File: src/rtl/master_port_pkg.sv
// master_port_pkg: shared bus package.
// FSM state encoding, default widths, slave-ID constants.
package master_port_pkg;

  localparam int ADDR_WIDTH_DEF = 12;
  localparam int DATA_WIDTH_DEF = 8;
  localparam int TIMEOUT_DEF    = 255;

  localparam int               SLV_W    = 2;
  localparam logic [SLV_W-1:0] SLV_NONE = 2'd0;

  typedef enum logic [2:0] {
    IDLE,
    SEL,
    WAIT_GNT,
    ADDR,
    WDATA,
    RDATA,
    DONE
  } state_t;

  function automatic int max2(input int a, input int b);
    return (a > b) ? a : b;
  endfunction

endpackage

File: src/rtl/master_port_serial.sv
// serial_shift: right-shift register, parallel load, serial in at MSB.
// clk/rst, load+din (parallel load), shift+sin (shift), q (contents).
module serial_shift #(
  parameter int W = 8
) (
  input  logic         clk,
  input  logic         rst,
  input  logic         load,
  input  logic [W-1:0] din,
  input  logic         shift,
  input  logic         sin,
  output logic [W-1:0] q
);

  logic [W-1:0] q_shr;

  // LSB leaves first; a bit shifted in lands at the MSB, so after
  // W shifts the first bit received sits at q[0].
  always_comb begin
    q_shr        = q >> 1;
    q_shr[W-1]   = sin;
  end

  always_ff @(posedge clk) begin
    if (rst) begin
      q <= '0;
    end else if (load) begin
      q <= din;
    end else if (shift) begin
      q <= q_shr;
    end
  end

endmodule

File: src/rtl/master_port.sv
// master_port: serial bus master, one command -> one single-beat transfer.
// cmd_* user side, rsp_* completion, m_* serial bus and arbiter side.
module master_port
  import master_port_pkg::*;
#(
  parameter int ADDR_WIDTH = ADDR_WIDTH_DEF,
  parameter int DATA_WIDTH = DATA_WIDTH_DEF,
  parameter int TIMEOUT    = TIMEOUT_DEF
) (
  input  logic                  clk,
  input  logic                  rst,
  input  logic                  cmd_valid,
  output logic                  cmd_ready,
  input  logic                  cmd_write,
  input  logic [SLV_W-1:0]      cmd_slave,
  input  logic [ADDR_WIDTH-1:0] cmd_addr,
  input  logic [DATA_WIDTH-1:0] cmd_wdata,
  output logic                  rsp_valid,
  output logic [DATA_WIDTH-1:0] rsp_rdata,
  output logic                  rsp_error,
  output logic                  m_request,
  output logic                  m_slave_sel,
  input  logic                  m_grant,
  output logic                  m_master_valid,
  output logic                  m_master_ready,
  output logic                  m_tx_address,
  output logic                  m_tx_data,
  input  logic                  m_rx_data,
  output logic                  m_write_en,
  output logic                  m_read_en,
  input  logic                  m_slave_valid,
  input  logic                  m_slave_ready,
  output logic                  m_tx_burst_num,
  output logic                  trans_done
);

  localparam int BCW = $clog2(max2(ADDR_WIDTH, DATA_WIDTH) + 1);
  localparam int TCW = $clog2(TIMEOUT + 1);
  localparam int TXW = ADDR_WIDTH + DATA_WIDTH;

  localparam logic [BCW-1:0] A_LAST = BCW'(ADDR_WIDTH - 1);
  localparam logic [BCW-1:0] D_LAST = BCW'(DATA_WIDTH - 1);
  localparam logic [BCW-1:0] S_LAST = BCW'(SLV_W - 1);
  localparam logic [TCW-1:0] T_LAST = TCW'(TIMEOUT - 1);

  state_t                  state_q, state_d;
  logic [BCW-1:0]          bcnt_q, bcnt_d;
  logic [TCW-1:0]          tcnt_q, tcnt_d;
  logic                    err_q, err_d;
  logic                    write_q;
  logic [SLV_W-1:0]        slave_q;
  logic [DATA_WIDTH-1:0]   rsp_q;
  logic                    latch;
  logic                    tx_shift, rx_shift;
  logic                    tmo;
  logic                    xfer;
  logic [TXW-1:0]          tx_q;
  logic [DATA_WIDTH-1:0]   rx_q;
  logic                    unused_tx_hi;

  // TX holds {wdata, addr}: address bits go out first, data follows.
  serial_shift #(.W(TXW)) u_tx (
    .clk   (clk),
    .rst   (rst),
    .load  (latch),
    .din   ({cmd_wdata, cmd_addr}),
    .shift (tx_shift),
    .sin   (1'b0),
    .q     (tx_q)
  );

  // Cleared on accept so writes and rejected commands report 0.
  serial_shift #(.W(DATA_WIDTH)) u_rx (
    .clk   (clk),
    .rst   (rst),
    .load  (latch),
    .din   ('0),
    .shift (rx_shift),
    .sin   (m_rx_data),
    .q     (rx_q)
  );

  assign unused_tx_hi = |tx_q[TXW-1:1];

  assign tmo = (tcnt_q == T_LAST);

  always_comb begin
    state_d  = state_q;
    bcnt_d   = bcnt_q;
    tcnt_d   = tcnt_q;
    err_d    = err_q;
    latch    = 1'b0;
    tx_shift = 1'b0;
    rx_shift = 1'b0;
    unique case (state_q)
      IDLE: begin
        if (cmd_valid) begin
          latch   = 1'b1;
          bcnt_d  = '0;
          tcnt_d  = '0;
          err_d   = (cmd_slave == SLV_NONE);
          state_d = (cmd_slave == SLV_NONE) ? DONE : SEL;
        end
      end
      SEL: begin
        if (bcnt_q == S_LAST) begin
          bcnt_d  = '0;
          state_d = WAIT_GNT;
        end else begin
          bcnt_d = bcnt_q + 1'b1;
        end
      end
      WAIT_GNT: begin
        if (m_grant) begin
          tcnt_d  = '0;
          state_d = ADDR;
        end else if (tmo) begin
          err_d   = 1'b1;
          state_d = DONE;
        end else begin
          tcnt_d = tcnt_q + 1'b1;
        end
      end
      ADDR, WDATA, RDATA: begin
        if ((state_q == RDATA) ? m_slave_valid : m_slave_ready) begin
          tx_shift = (state_q != RDATA);
          rx_shift = (state_q == RDATA);
          tcnt_d   = '0;
          bcnt_d   = bcnt_q + 1'b1;
          if (state_q == ADDR && bcnt_q == A_LAST) begin
            bcnt_d  = '0;
            state_d = write_q ? WDATA : RDATA;
          end else if (state_q != ADDR && bcnt_q == D_LAST) begin
            bcnt_d  = '0;
            state_d = DONE;
          end
        end else if (tmo) begin
          err_d   = 1'b1;
          state_d = DONE;
        end else begin
          tcnt_d = tcnt_q + 1'b1;
        end
      end
      DONE:    state_d = IDLE;
      default: state_d = IDLE;
    endcase
  end

  always_ff @(posedge clk) begin
    if (rst) begin
      state_q <= IDLE;
      bcnt_q  <= '0;
      tcnt_q  <= '0;
      err_q   <= 1'b0;
      write_q <= 1'b0;
      slave_q <= '0;
      rsp_q   <= '0;
    end else begin
      state_q <= state_d;
      bcnt_q  <= bcnt_d;
      tcnt_q  <= tcnt_d;
      err_q   <= err_d;
      if (latch) begin
        write_q <= cmd_write;
        slave_q <= cmd_slave;
      end
      if (state_q == DONE) begin
        rsp_q <= rx_q;
      end
    end
  end

  assign xfer           = state_q inside {ADDR, WDATA, RDATA};
  assign cmd_ready      = (state_q == IDLE);
  assign m_request      = xfer || state_q inside {SEL, WAIT_GNT};
  assign m_slave_sel    = (state_q == SEL) && slave_q[bcnt_q[0]];
  assign m_master_valid = state_q inside {ADDR, WDATA};
  assign m_master_ready = (state_q == RDATA);
  assign m_tx_address   = (state_q == ADDR) && tx_q[0];
  assign m_tx_data      = (state_q == WDATA) && tx_q[0];
  assign m_write_en     = xfer && write_q;
  assign m_read_en      = xfer && !write_q;
  assign m_tx_burst_num = 1'b0;
  assign rsp_valid      = (state_q == DONE);
  assign trans_done     = (state_q == DONE);
  assign rsp_error      = (state_q == DONE) && err_q;
  // Live value during DONE, then held until the next DONE.
  assign rsp_rdata      = (state_q == DONE) ? rx_q : rsp_q;

endmodule

File: config.mk
export PLATFORM = sky130hd
export DESIGN_NAME = master_port
export DESIGN_NICKNAME = d
export VERILOG_FILES = /design/src/rtl/master_port_pkg.sv /design/src/rtl/master_port_serial.sv /design/src/rtl/master_port.sv
export SDC_FILE = /design/constraint.sdc
export NUM_CORES = 1
export LEC_CHECK = 0
export BUFFER_PORTS_ARGS = -buffer_cell sky130_fd_sc_hd__buf_4
export CAP_MARGIN = 25
export CELL_PAD_IN_SITES_DETAIL_PLACEMENT = 1
export CELL_PAD_IN_SITES_GLOBAL_PLACEMENT = 1
export CORE_UTILIZATION = 46
export CTS_CLUSTER_DIAMETER = 50
export CTS_CLUSTER_SIZE = 10
export DETAILED_ROUTE_END_ITERATION = 8
export PLACE_DENSITY = 0.83
export SLEW_MARGIN = 20
export SYNTH_ARGS = -nofsm -noshare
export SYNTH_HDL_FRONTEND = slang
export SYNTH_HIERARCHICAL = 1
export SYNTH_SLANG_ARGS = --single-unit
File: constraint.sdc
create_clock -name clk -period 3.9 [get_ports clk]
set_input_delay 0.39 -clock clk [delete_from_list [all_inputs] [get_ports clk]]
set_output_delay 0.39 -clock clk [all_outputs]
set_load 0.01 [all_outputs]
# --- After elaboration in Yosys (flattened, before gate mapping) ---
# Cells that the tools add are included.
word_totals:
  in_bits: 30
  latchBits: 0
  memories: 0
  mem_bits_ro: 0
  ramBits: 0
  register_bits: 55
  elab_cells: 92
  output_inout_bits: 21
op_classes:
  n_mux: 38
  multipliers: 0
  bitwise: 0
  addsub: 2
  reduce_logical: 24
  div: 0
  magnitude_cmp: 1
  n_shift: 0
  eq_ne: 18
op_table:
  columns: ["op", "count"]
  rows:
  - ["$mux 20", 2]
  - ["$mux 8", 5]
  - ["$mux 3", 8]
  - ["$pmux 8 s3", 1]
  - ["$mux 4", 5]
  - ["$mux 1", 14]
  - ["$pmux 3 s4", 1]
  - ["$pmux 4 s3", 1]
  - ["$ne 2x2->1 const B", 5]
  - ["$eq 3x3->1 const B", 3]
  - ["$reduce_bool 3->1", 3]
  - ["$add 8x1->8 const B", 1]
  - ["$eq 8x8->1 const B", 1]
  - ["$logic_and 1x1->1", 8]
  - ["$eq 3x2->1 const B", 2]
  - ["$reduce_and 3->1", 2]
  - ["$reduce_bool 2->1", 3]
  - ["$add 4x1->4 const B", 1]
  - ["$eq 4x1->1 const B", 1]
  - ["$eq 4x3->1 const B", 1]
  - ["$eq 4x4->1 const B", 1]
  - ["$ne 4x4->1 const B", 1]
  - ["$reduce_and 4->1", 1]
  - ["$eq 3x1->1 const B", 1]
  - ["other kinds (11)", 11]

# --- Longest topological paths before layout ---
# Gate-level depths: netlist (run 1).
depth:
  word_depth: 6
  ltp_mapped: 8

# --- By module ---
# The synthesis (run 1) kept the hierarchy.
modules_own_cells:
  columns: ["module", "cells_each", "instances", "area_per_inst_um2"]
  rows:
  - ["master_port", 215, 1, 1752.9]
  - ["serial_shift at u_tx", 89, 1, 1027.2]
  - ["serial_shift at u_rx", 35, 1, 369.1]

# --- Worst setup path before layout (run 1) ---
# OpenSTA, ideal clock, no wires.
synth_timing:
  path_kind: "flip-flop to output port"
  startpoint: "reg state_q[1]"
  endpoint: "out rsp_rdata[0]"
  required_time_ns: 3.510
  n_path_buf: 2
  stages_incl_launch_ff: 6
  slack_ns: 2.059
  t_arrival_ns: 1.451
  path_cell_list: "dfxtp_1 > buf_6 > buf_2 > nand2_1 > nor2_2 > mux2_2"
synth_between:
  elab_chain_len: 2
synth_rtl:
  columns: ["item", "line", "source"]
  rows:
  - ["start: declaration", "master_port.sv:46", "state_t state_q, state_d;"]
  - ["start signal: assignment", "master_port.sv:159", "state_q <= state_d;"]
  - ["$eq 3x3->1", null, null]
  - ["net rsp_valid", "master_port.sv:18", "output logic rsp_valid,"]
  - ["$mux 8", null, null]
  - ["end: declaration", "master_port.sv:19", "output logic [DATA_WIDTH-1:0] rsp_rdata,"]
# The timed path passes the listed nets, and every way through them passes these cells.

# --- Final worst setup path (run 1) ---
layout_timing:
  startpoint: "reg state_q[2]"
  endpoint: "out rsp_rdata[6]"
layout_between:
  elab_chain_len: 2
layout_rtl:
  columns: ["item", "line", "source"]
  rows:
  - ["$eq 3x3->1", "master_port.sv:188", "assign rsp_rdata = (state_q == DONE) ? rx_q : rsp_q;"]
  - ["$mux 8", null, null]
# No other way between the ends.

==> impl_results.html, run 1 <==
<table>
<tr><th>Metric</th><th>Value</th></tr>
<tr><th colspan="2">Yosys</th></tr>
<tr><td>Register bit total from synthesis</td><td>55</td></tr>
<tr><td>Sequential area share after synthesis</td><td>34.96%</td></tr>
<tr><td>Proportion of synthesized flip-flops having asynchronous set or reset</td><td>0%</td></tr>
<tr><td>Post-synthesis cell type count</td><td>54</td></tr>
<tr><td>Ys flop type</td><td>sky130_fd_sc_hd__dfxtp_1</td></tr>
<tr><td>Largest cells by area after synthesis</td><td>sky130_fd_sc_hd__dfxtp_1, sky130_fd_sc_hd__mux2i_1, sky130_fd_sc_hd__a211oi_2</td></tr>
<tr><td>Synthesized instance count</td><td>339</td></tr>
<tr><td>Cell type contributing the most total cell area after synthesis</td><td>sky130_fd_sc_hd__dfxtp_1</td></tr>
<tr><td>Area of the mapped netlist</td><td>3149 sq um</td></tr>
<tr><td>Yosys warning total</td><td>6</td></tr>
<tr><td>Share of the synthesized area in the top cell type</td><td>34.96%</td></tr>
<tr><td>Count of flip-flops with a built-in enable after synthesis</td><td>0</td></tr>
<tr><td>Syn avg cell area</td><td>9.290 sq um</td></tr>
<tr><th colspan="2">Clocking</th></tr>
<tr><td>Hold buffer count at CTS</td><td>0</td></tr>
<tr><td>Skew-Pair Late Insertion Delay</td><td>0.31 ns</td></tr>
<tr><td>Setup Fix Bufs, Post-CTS</td><td>0</td></tr>
<tr><td>Buffer cell driving the clock tree root</td><td>sky130_fd_sc_hd__clkbuf_8</td></tr>
<tr><td>Number of buffers added by the clock tree synthesis step</td><td>5</td></tr>
<tr><td>Maximum number of buffers from clock root to sink</td><td>2</td></tr>
<tr><td>CTS tree</td><td>done</td></tr>
<tr><td>Clk slew on worst S/H paths</td><td>0.10 ns</td></tr>
<tr><td>Number of gates resized after cts</td><td>0</td></tr>
<tr><td>H-Tree Depth</td><td>2</td></tr>
<tr><td>Clock tree sinks</td><td>55</td></tr>
<tr><th colspan="2">Status</th></tr>
<tr><td>Result of the run</td><td>finished clean</td></tr>
<tr><th colspan="2">Setup path</th></tr>
<tr><td>Largest incremental delay on the critical path</td><td>0.79 ns</td></tr>
<tr><td>Arrival time of data at the critical path endpoint</td><td>2.30 ns</td></tr>
<tr><td>Capturing element of the worst setup path</td><td>rsp_rdata[6]</td></tr>
<tr><td>Slowest cell on the critical path</td><td>sky130_fd_sc_hd__dfxtp_1</td></tr>
<tr><td>Crit Path Category</td><td>reg -&gt; out</td></tr>
<tr><td>Reg2Reg Launch Point</td><td>state_q[2]</td></tr>
<tr><td>Launch point of the critical path</td><td>state_q[2]</td></tr>
<tr><td>Number of cells on the worst reg-to-reg path</td><td>6</td></tr>
<tr><td>Category of the worst setup path launch point</td><td>register</td></tr>
<tr><td>Kind of end point of the critical path</td><td>primary output</td></tr>
<tr><td>Ordered list of cells on the worst path</td><td>nand2_1 -&gt; nor2_2 -&gt; mux2_2 -&gt; buf_4</td></tr>
<tr><td>Register-to-Register Setup Slack</td><td>1.31 ns</td></tr>
<tr><td>Worst reg2reg endpoint</td><td>u_tx/q[12]</td></tr>
<tr><td>Peak fanout along the critical path</td><td>19</td></tr>
<tr><td>Required time at the endpoint of the critical path</td><td>3.51 ns</td></tr>
<tr><th colspan="2">Detailed routing</th></tr>
<tr><td>Detailed-route DRC error count</td><td>0</td></tr>
<tr><td>Routed via count</td><td>2545</td></tr>
<tr><td>Sum of routed wire length over all layers</td><td>7246 um</td></tr>
<tr><td>First-pass iteration count of the detailed router</td><td>6</td></tr>
<tr><td>Antenna-violating nets left</td><td>0</td></tr>
<tr><td>DRC violation total after the first TritonRoute iteration</td><td>102</td></tr>
<tr><td>DR vias/cell</td><td>5.521</td></tr>
<tr><td>Mean routed wirelength per cell</td><td>15.72 um</td></tr>
<tr><th colspan="2">STA</th></tr>
<tr><td>RSZ-0062 raised after global routing</td><td>no</td></tr>
<tr><td>Final number of hold-violating endpoints</td><td>0</td></tr>
<tr><td>Final WS setup</td><td>1.214 ns</td></tr>
<tr><td>Total Neg Setup Slack</td><td>0 ns</td></tr>
<tr><td>Clock skew after layout</td><td>0.006037 ns</td></tr>
<tr><td>Measured slew at the worst slew-check pin</td><td>0.9736 ns</td></tr>
<tr><td>Final Max Slew Viols</td><td>0</td></tr>
<tr><td>Post-route worst hold slack</td><td>0.3153 ns</td></tr>
<tr><td>Final critical path time including I/O delays and setup</td><td>2.686 ns</td></tr>
<tr><td>Setup Viol. Count Final</td><td>0</td></tr>
<tr><td>Headroom to the max-slew limit</td><td>35.02%</td></tr>
<tr><td>FMAX</td><td>372.4 MHz</td></tr>
<tr><td>Ratio of final minimum period to clock period</td><td>68.86%</td></tr>
<tr><th colspan="2">Floorplanning</th></tr>
<tr><td>Number of I/O pins</td><td>51</td></tr>
<tr><td>Row Count</td><td>29</td></tr>
<tr><td>Starting density of the core</td><td>48.49%</td></tr>
<tr><td>DIE AREA</td><td>7181 sq um</td></tr>
<tr><td>Placeable core area</td><td>6495 sq um</td></tr>
<tr><td>Width of the chip</td><td>84.74 um</td></tr>
<tr><td>Height of the chip</td><td>84.74 um</td></tr>
<tr><th colspan="2">Final layout</th></tr>
<tr><td>Net count of the finished layout</td><td>417</td></tr>
<tr><td>Total inserted antenna cells</td><td>0</td></tr>
<tr><td>Area Overhead vs Synth</td><td>14.66%</td></tr>
<tr><td>Fraction of final layout cells sized beyond drive strength 1</td><td>26.04%</td></tr>
<tr><td>Share of the core filled with cells</td><td>55.60%</td></tr>
<tr><th colspan="2">Pwr</th></tr>
<tr><td>Worst VDD drop</td><td>374.9 uV</td></tr>
<tr><td>Power density over the cells</td><td>589.5 nW/um^2</td></tr>
<tr><td>Leakage</td><td>1.346 nW</td></tr>
<tr><td>Power, Total</td><td>2.129 mW</td></tr>
<tr><th colspan="2">Placement</th></tr>
<tr><td>Dpl ws</td><td>1.349 ns</td></tr>
<tr><td>Final weighted congestion in routability-driven placement</td><td>0.8444</td></tr>
<tr><td>Port bufs</td><td>49</td></tr>
<tr><td>Detailed Place HPWL</td><td>5162 um</td></tr>
<tr><th colspan="2">GRT</th></tr>
<tr><td>Sum of overflow across all layers after global routing</td><td>0</td></tr>
<tr><td>Via count of the first global-routing pass</td><td>2616</td></tr>
<tr><td>Wire length of the first global-routing pass</td><td>12410 um</td></tr>
<tr><td>GR Util All Layers</td><td>21.51%</td></tr>
<tr><td>Maximum number of pins on one net before global-route repair</td><td>56</td></tr>
<tr><td>Initial antenna violation count</td><td>0</td></tr>
<tr><th colspan="2">Hold path</th></tr>
<tr><td>Path type of the worst min-delay path</td><td>in -&gt; reg</td></tr>
<tr><th colspan="2">Run</th></tr>
<tr><td>Maximum capacitance violations</td><td>0</td></tr>
</table>
[worst max-delay path, delay by kind of cell (launching register included)]
family	cells	cell delay, ns
flip-flops	1	0.79
AND/OR/NAND/NOR	2	0.64
multiplexers	1	0.41
buffers and inverters	1	0.15
[stage by stage]
| stage | area, sq um | std cells |
|---|---|---|
| 2_1_floorplan | 3183 | 348 |
| 3_3_place_gp | 3500 | 453 |
| 3_5_place_dp | 3500 | 453 |
| 4_1_cts | 3611 | 461 |
| 5_1_grt | 3611 | 461 |
| 6_report | 3611 | 461 |
[worst min path at each step]
stage / from / depth (start not counted) / endpoint
final: cmd_write / 3 / write_q
after global placement: tcnt_q[6] / 2 / tcnt_q[6]
after CTS: cmd_write / 3 / write_q
after floorplan: slave_q[0] / 2 / slave_q[0]
after global routing: cmd_write / 3 / write_q
after detailed placement: slave_q[0] / 2 / slave_q[0]
[layout make-up]
class | count | area [sq um]
well taps | 77 | 96.34
fillers | 767 | 2884
clock buffers | 6 | 72.57
multi-input cells | 260 | 1878
flip-flops and latches | 55 | 1101
clock inverters | 2 | 38.79
inverters | 9 | 33.78
repair buffers | 52 | 390.4
[synth_stat cells (4+ instances only)]
| library cell | number |
|---|---|
| sky130_fd_sc_hd__dfxtp_1 | 55 |
| sky130_fd_sc_hd__nor2b_1 | 39 |
| sky130_fd_sc_hd__mux2i_1 | 34 |
| sky130_fd_sc_hd__nor2_1 | 23 |
| sky130_fd_sc_hd__a211oi_2 | 20 |
| sky130_fd_sc_hd__a21oi_1 | 20 |
| sky130_fd_sc_hd__o21ai_0 | 19 |
| sky130_fd_sc_hd__nand2_1 | 16 |
| sky130_fd_sc_hd__a211oi_1 | 9 |
| sky130_fd_sc_hd__buf_6 | 9 |
| sky130_fd_sc_hd__inv_1 | 8 |
| sky130_fd_sc_hd__mux2_2 | 8 |
| sky130_fd_sc_hd__nand3_1 | 7 |
| sky130_fd_sc_hd__clkbuf_1 | 6 |
| sky130_fd_sc_hd__nor3_1 | 5 |
| sky130_fd_sc_hd__and2_1 | 4 |
| sky130_fd_sc_hd__buf_2 | 4 |
| sky130_fd_sc_hd__ha_1 | 4 |
| sky130_fd_sc_hd__nand3b_1 | 4 |
[cell families after synthesis]
group	after synthesis	synth area share, %
AOI/OAI and AO/OA	87	21.97
adders and majority gates	4	1.589
buffers and inverters	33	6.595
DFF	55	34.96
muxes	42	13.67
other	1	0.1191
and+or+nand+nor	117	21.10
[state kept, by name, indices dropped and copies added (netlist names)]
name	count
u_tx/q	20
rsp_q	8
tcnt_q	8
u_rx/q	8
bcnt_q	4
state_q	3
slave_q	2
err_q	1
write_q	1
[per-layer routing]
metal  wire, um  global-route usage (%)  vias to the layer above
met1       3450                   27.16                     1202
met2       3491                   37.18                       42
met4        133                   7.704                        0
met5          0                       0                        -
met3        170                   3.343                       12
li1           -                       -                     1289
[cells in the final DEF (no fill, tap or decap), types with 2 or more instances in the layout]
cell,count
sky130_fd_sc_hd__nand3_1,7
sky130_fd_sc_hd__clkbuf_8,5
sky130_fd_sc_hd__dfxtp_1,55
sky130_fd_sc_hd__nand2b_1,3
sky130_fd_sc_hd__buf_4,52
sky130_fd_sc_hd__and3_1,3
sky130_fd_sc_hd__mux2_2,8
sky130_fd_sc_hd__a21oi_1,19
sky130_fd_sc_hd__nor2b_1,39
sky130_fd_sc_hd__nand2_1,16
sky130_fd_sc_hd__nor2_1,23
sky130_fd_sc_hd__nor3_1,5
sky130_fd_sc_hd__a21oi_2,2
sky130_fd_sc_hd__ha_1,4
sky130_fd_sc_hd__and2_1,4
sky130_fd_sc_hd__a31oi_1,3
sky130_fd_sc_hd__nand3b_1,4
sky130_fd_sc_hd__a211oi_2,20
sky130_fd_sc_hd__conb_1,10
sky130_fd_sc_hd__o21bai_1,2
sky130_fd_sc_hd__mux2i_1,34
sky130_fd_sc_hd__inv_1,8
sky130_fd_sc_hd__a211oi_1,9
sky130_fd_sc_hd__o21ai_0,19
[power breakdown]
part	leakage [nW]	switching [mW]	total, mW	internal (mW)
Clock	0.0558	0.195	0.389	0.194
Sequential	0.451	0.139	0.829	0.690
Combinational	0.840	0.490	0.911	0.421
Total	1.35	0.823	2.13	1.31
Note: power is estimated with default switching activity, not from simulation.
==> inputs of run 2 (changes only) <==
Settings changed: ABC_AREA set to 1, CORE_UTILIZATION 46 to 39, PLACE_DENSITY 0.83 to 0.78.
Clock period 3.9 ns to 2.69 ns, I/O delays scaled along.
==> run 2 against run 1 <==
Setup slack worse by 0.86 ns. First-iteration DRC count is 7.8% lower. Power is 44% higher.
==> impl_results.html, run 2 <==
<table>
<tr><th>Metric</th><th>Value</th></tr>
<tr><th colspan="2">Setup path</th></tr>
<tr><td>Worst reg2reg endpoint</td><td>u_tx/q[0]</td></tr>
<tr><td>Ordered list of cells on the worst path</td><td>nand2_1 -&gt; nor2_4 -&gt; inv_2 -&gt; or2_2 -&gt; o21ai_2 -&gt; inv_1 -&gt; buf_4</td></tr>
<tr><td>Arrival time of data at the critical path endpoint</td><td>2.06 ns</td></tr>
<tr><td>Category of the worst setup path launch point</td><td>register</td></tr>
<tr><td>Required time at the endpoint of the critical path</td><td>2.42 ns</td></tr>
<tr><td>Slowest cell on the critical path</td><td>sky130_fd_sc_hd__dfxtp_1</td></tr>
<tr><td>Kind of end point of the critical path</td><td>primary output</td></tr>
<tr><td>Register-to-Register Setup Slack</td><td>0.47 ns</td></tr>
<tr><td>Reg2Reg Launch Point</td><td>state_q[2]</td></tr>
<tr><td>Launch point of the critical path</td><td>state_q[2]</td></tr>
<tr><td>Peak fanout along the critical path</td><td>11</td></tr>
<tr><td>Number of cells on the worst reg-to-reg path</td><td>10</td></tr>
<tr><td>Largest incremental delay on the critical path</td><td>0.55 ns</td></tr>
<tr><td>Capturing element of the worst setup path</td><td>rsp_rdata[0]</td></tr>
<tr><td>Crit Path Category</td><td>reg -&gt; out</td></tr>
<tr><th colspan="2">STA</th></tr>
<tr><td>RSZ-0062 raised after global routing</td><td>no</td></tr>
<tr><td>Final critical path time including I/O delays and setup</td><td>2.332 ns</td></tr>
<tr><td>Ratio of final minimum period to clock period</td><td>86.70%</td></tr>
<tr><td>FMAX</td><td>428.8 MHz</td></tr>
<tr><td>Clock skew after layout</td><td>0.007982 ns</td></tr>
<tr><td>Final number of hold-violating endpoints</td><td>0</td></tr>
<tr><td>Measured slew at the worst slew-check pin</td><td>0.8332 ns</td></tr>
<tr><td>Headroom to the max-slew limit</td><td>44.39%</td></tr>
<tr><td>Final Max Slew Viols</td><td>0</td></tr>
<tr><td>Total Neg Setup Slack</td><td>0 ns</td></tr>
<tr><td>Setup Viol. Count Final</td><td>0</td></tr>
<tr><th colspan="2">GRT</th></tr>
<tr><td>Via count of the first global-routing pass</td><td>3126</td></tr>
<tr><td>Sum of overflow across all layers after global routing</td><td>0</td></tr>
<tr><td>Wire length of the first global-routing pass</td><td>14230 um</td></tr>
<tr><td>GR Util All Layers</td><td>20.61%</td></tr>
<tr><td>Initial antenna violation count</td><td>0</td></tr>
<tr><td>Maximum number of pins on one net before global-route repair</td><td>44</td></tr>
<tr><th colspan="2">Yosys</th></tr>
<tr><td>Top-count cell post-synth</td><td>sky130_fd_sc_hd__nand2_1</td></tr>
<tr><td>Ys flop type</td><td>sky130_fd_sc_hd__dfxtp_1</td></tr>
<tr><td>Fraction of the mapped netlist area in simple logic gates</td><td>38.42%</td></tr>
<tr><td>Post-synthesis cell type count</td><td>29</td></tr>
<tr><td>Proportion of synthesized flip-flops having asynchronous set or reset</td><td>0%</td></tr>
<tr><td>Synthesized instance count</td><td>506</td></tr>
<tr><td>Area fraction in compound gates after synthesis</td><td>10.49%</td></tr>
<tr><td>Cell type contributing the most total cell area after synthesis</td><td>sky130_fd_sc_hd__dfxtp_1</td></tr>
<tr><td>Dominant combinational cell family by area after synthesis</td><td>simple AND/OR/NAND/NOR gates</td></tr>
<tr><td>Share of the synthesized area in the top cell type</td><td>34.96%</td></tr>
<tr><td>Count of flip-flops with a built-in enable after synthesis</td><td>0</td></tr>
<tr><td>Register bit total from synthesis</td><td>55</td></tr>
<tr><td>Share of the synthesized netlist area taken by xor and xnor gates</td><td>1.112%</td></tr>
<tr><td>Yosys warning total</td><td>6</td></tr>
<tr><td>Multiplexer fraction of the synthesized cell area</td><td>0%</td></tr>
<tr><td>Sequential area share after synthesis</td><td>34.96%</td></tr>
<tr><td>Largest cells by area after synthesis</td><td>sky130_fd_sc_hd__dfxtp_1, sky130_fd_sc_hd__nand2_1, sky130_fd_sc_hd__inv_1</td></tr>
<tr><td>Syn avg cell area</td><td>6.224 sq um</td></tr>
<tr><td>Area of the mapped netlist</td><td>3149 sq um</td></tr>
<tr><td>Arithmetic-cell share of the synthesized area counting full adders, half adders and majority gates</td><td>1.589%</td></tr>
<tr><td>Top cells by instance count after synthesis</td><td>sky130_fd_sc_hd__nand2_1, sky130_fd_sc_hd__inv_1, sky130_fd_sc_hd__dfxtp_1, sky130_fd_sc_hd__nor2_1, sky130_fd_sc_hd__a21oi_1</td></tr>
<tr><th colspan="2">Final layout</th></tr>
<tr><td>Commonest non-fill, non-tap cell in the layout</td><td>sky130_fd_sc_hd__nand2_1</td></tr>
<tr><td>Largest register by flop count</td><td>u_tx/q</td></tr>
<tr><td>Largest register FFs</td><td>20</td></tr>
<tr><td>Total inserted antenna cells</td><td>0</td></tr>
<tr><td>Net count of the finished layout</td><td>589</td></tr>
<tr><td>Fraction of final layout cells sized beyond drive strength 1</td><td>15.68%</td></tr>
<tr><td>Cell Count, Final, Fillers Out</td><td>657</td></tr>
<tr><td>Area Overhead vs Synth</td><td>16.25%</td></tr>
<tr><td>Most frequent cells in the layout</td><td>sky130_fd_sc_hd__nand2_1, sky130_fd_sc_hd__inv_1, sky130_fd_sc_hd__dfxtp_1, sky130_fd_sc_hd__buf_4, sky130_fd_sc_hd__nor2_1</td></tr>
<tr><th colspan="2">Floorplanning</th></tr>
<tr><td>DIE AREA</td><td>8438 sq um</td></tr>
<tr><td>Number of I/O pins</td><td>51</td></tr>
<tr><td>Width of the chip</td><td>91.86 um</td></tr>
<tr><td>Placeable core area</td><td>7767 sq um</td></tr>
<tr><td>Height of the chip</td><td>91.86 um</td></tr>
<tr><td>Starting density of the core</td><td>40.54%</td></tr>
<tr><td>Row Count</td><td>32</td></tr>
<tr><th colspan="2">Clocking</th></tr>
<tr><td>Number of gates resized after cts</td><td>0</td></tr>
<tr><td>Clock tree sinks</td><td>55</td></tr>
<tr><td>Hold buffer count at CTS</td><td>0</td></tr>
<tr><td>Number of buffers added by the clock tree synthesis step</td><td>5</td></tr>
<tr><td>Setup Fix Bufs, Post-CTS</td><td>0</td></tr>
<tr><td>CTS tree</td><td>done</td></tr>
<tr><td>Buffer cell driving the clock tree root</td><td>sky130_fd_sc_hd__clkbuf_8</td></tr>
<tr><td>Clk slew on worst S/H paths</td><td>0.10 ns</td></tr>
<tr><td>Skew-Pair Late Insertion Delay</td><td>0.31 ns</td></tr>
<tr><td>H-Tree Depth</td><td>2</td></tr>
<tr><td>Maximum number of buffers from clock root to sink</td><td>2</td></tr>
<tr><th colspan="2">Detailed routing</th></tr>
<tr><td>DR vias/cell</td><td>4.772</td></tr>
<tr><td>Detailed-route DRC error count</td><td>0</td></tr>
<tr><td>Sum of routed wire length over all layers</td><td>8174 um</td></tr>
<tr><td>Antenna-violating nets left</td><td>0</td></tr>
<tr><td>First-pass iteration count of the detailed router</td><td>4</td></tr>
<tr><td>Mean routed wirelength per cell</td><td>12.44 um</td></tr>
<tr><td>Routed via count</td><td>3135</td></tr>
<tr><td>DRC violation total after the first TritonRoute iteration</td><td>94</td></tr>
<tr><th colspan="2">Hold path</th></tr>
<tr><td>Worst hold path startpoint</td><td>cmd_slave[1]</td></tr>
<tr><td>Path type of the worst min-delay path</td><td>in -&gt; reg</td></tr>
<tr><th colspan="2">Pwr</th></tr>
<tr><td>Leakage</td><td>1.878 nW</td></tr>
<tr><td>Worst VDD drop</td><td>261.5 uV</td></tr>
<tr><td>Power Internal</td><td>1.706 mW</td></tr>
<tr><td>Sequential Power Share</td><td>37.3%</td></tr>
<tr><td>Power density over the cells</td><td>836.9 nW/um^2</td></tr>
<tr><td>Net switching power figure</td><td>1.358 mW</td></tr>
<tr><td>Switching fraction of total power</td><td>44.33%</td></tr>
<tr><td>Clock power frac</td><td>16.0%</td></tr>
<tr><td>Gate power share</td><td>46.6%</td></tr>
<tr><th colspan="2">Placement</th></tr>
<tr><td>Detailed Place HPWL</td><td>5991 um</td></tr>
<tr><td>Placed Instances</td><td>650</td></tr>
<tr><td>Final weighted congestion in routability-driven placement</td><td>0.8670</td></tr>
<tr><td>Port bufs</td><td>49</td></tr>
<tr><th colspan="2">Run</th></tr>
<tr><td>Maximum capacitance violations</td><td>0</td></tr>
<tr><th colspan="2">Status</th></tr>
<tr><td>Result of the run</td><td>finished clean</td></tr>
</table>
-- run 2: final cells by class --
| type | count | area, sq um |
|---|---|---|
| fillers | 1079 | 4106 |
| well taps | 102 | 127.6 |
| inverters | 78 | 292.8 |
| multi-input cells | 364 | 1665 |
| repair buffers | 51 | 382.9 |
| clock inverters | 1 | 8.758 |
| clock buffers | 6 | 82.58 |
| flip-flops and latches | 55 | 1101 |
-- run 2: cells by family (layout without fill, tap and decap cells) --
kind of cell               after synthesis  count (layout)
and+or+nand+nor                        282             282
buffers and inverters                   96             136
AOI/OAI and AO/OA                       64              64
DFF                                     55              55
adders and majority gates                4               4
xor gates and xnor gates                 4               4
other                                    1              10
-- run 2: critical path, delay by kind of cell (launching register included) --
| family | cells | cell delay (ns) |
|---|---|---|
| DFF | 1 | 0.55 |
| AOI/OAI and AO/OA | 1 | 0.07 |
| buffers and inverters | 3 | 0.34 |
| and+or+nand+nor | 3 | 0.78 |
-- run 2: how the worst min path moves through the flow --
| stage | to | slack, ns | cells after the start |
|---|---|---|---|
| floorplan | u_rx/q[1] | 0.34 | 1 |
| global placement | u_tx/q[10] | 0.45 | 2 |
| detailed placement | u_tx/q[15] | 0.46 | 2 |
| CTS | slave_q[1] | 0.20 | 3 |
| global route | slave_q[1] | 0.22 | 3 |
| finish | slave_q[1] | 0.20 | 3 |
-- run 2: stage by stage --
step	instance area (sq um)	hold WS (ns)	setup WS (ns)	power [mW]	utilization (%)
after floorplan	3183	0.3381	1.136	2.232	-
after global placement	3570	0.4509	0.6482	2.550	45.96
after detailed placement	3570	0.4624	0.5159	2.600	45.96
after CTS	3661	0.1982	0.3285	3.099	47.13
after global routing	3661	0.2151	0.1314	3.353	47.13
final	3661	0.2005	0.3577	3.064	47.13
-- run 2: layer usage --
metal	track usage, %	routed length [um]	vias to the layer above
li1	-	-	1616
met1	25.83	3937	1475
met2	37.38	3975	38
met3	2.819	195	6
met4	4.297	65	0
met5	0	0	-
-- run 2: power groups by stage --
stage	clock network, mW	logic (mW)	registers [mW]
4_1_cts	0.510	1.44	1.15
3_3_place_gp	0	1.40	1.15
2_1_floorplan	0	1.13	1.10
5_1_grt	0.549	1.64	1.17
3_5_place_dp	0	1.44	1.16
6_report	0.491	1.43	1.14
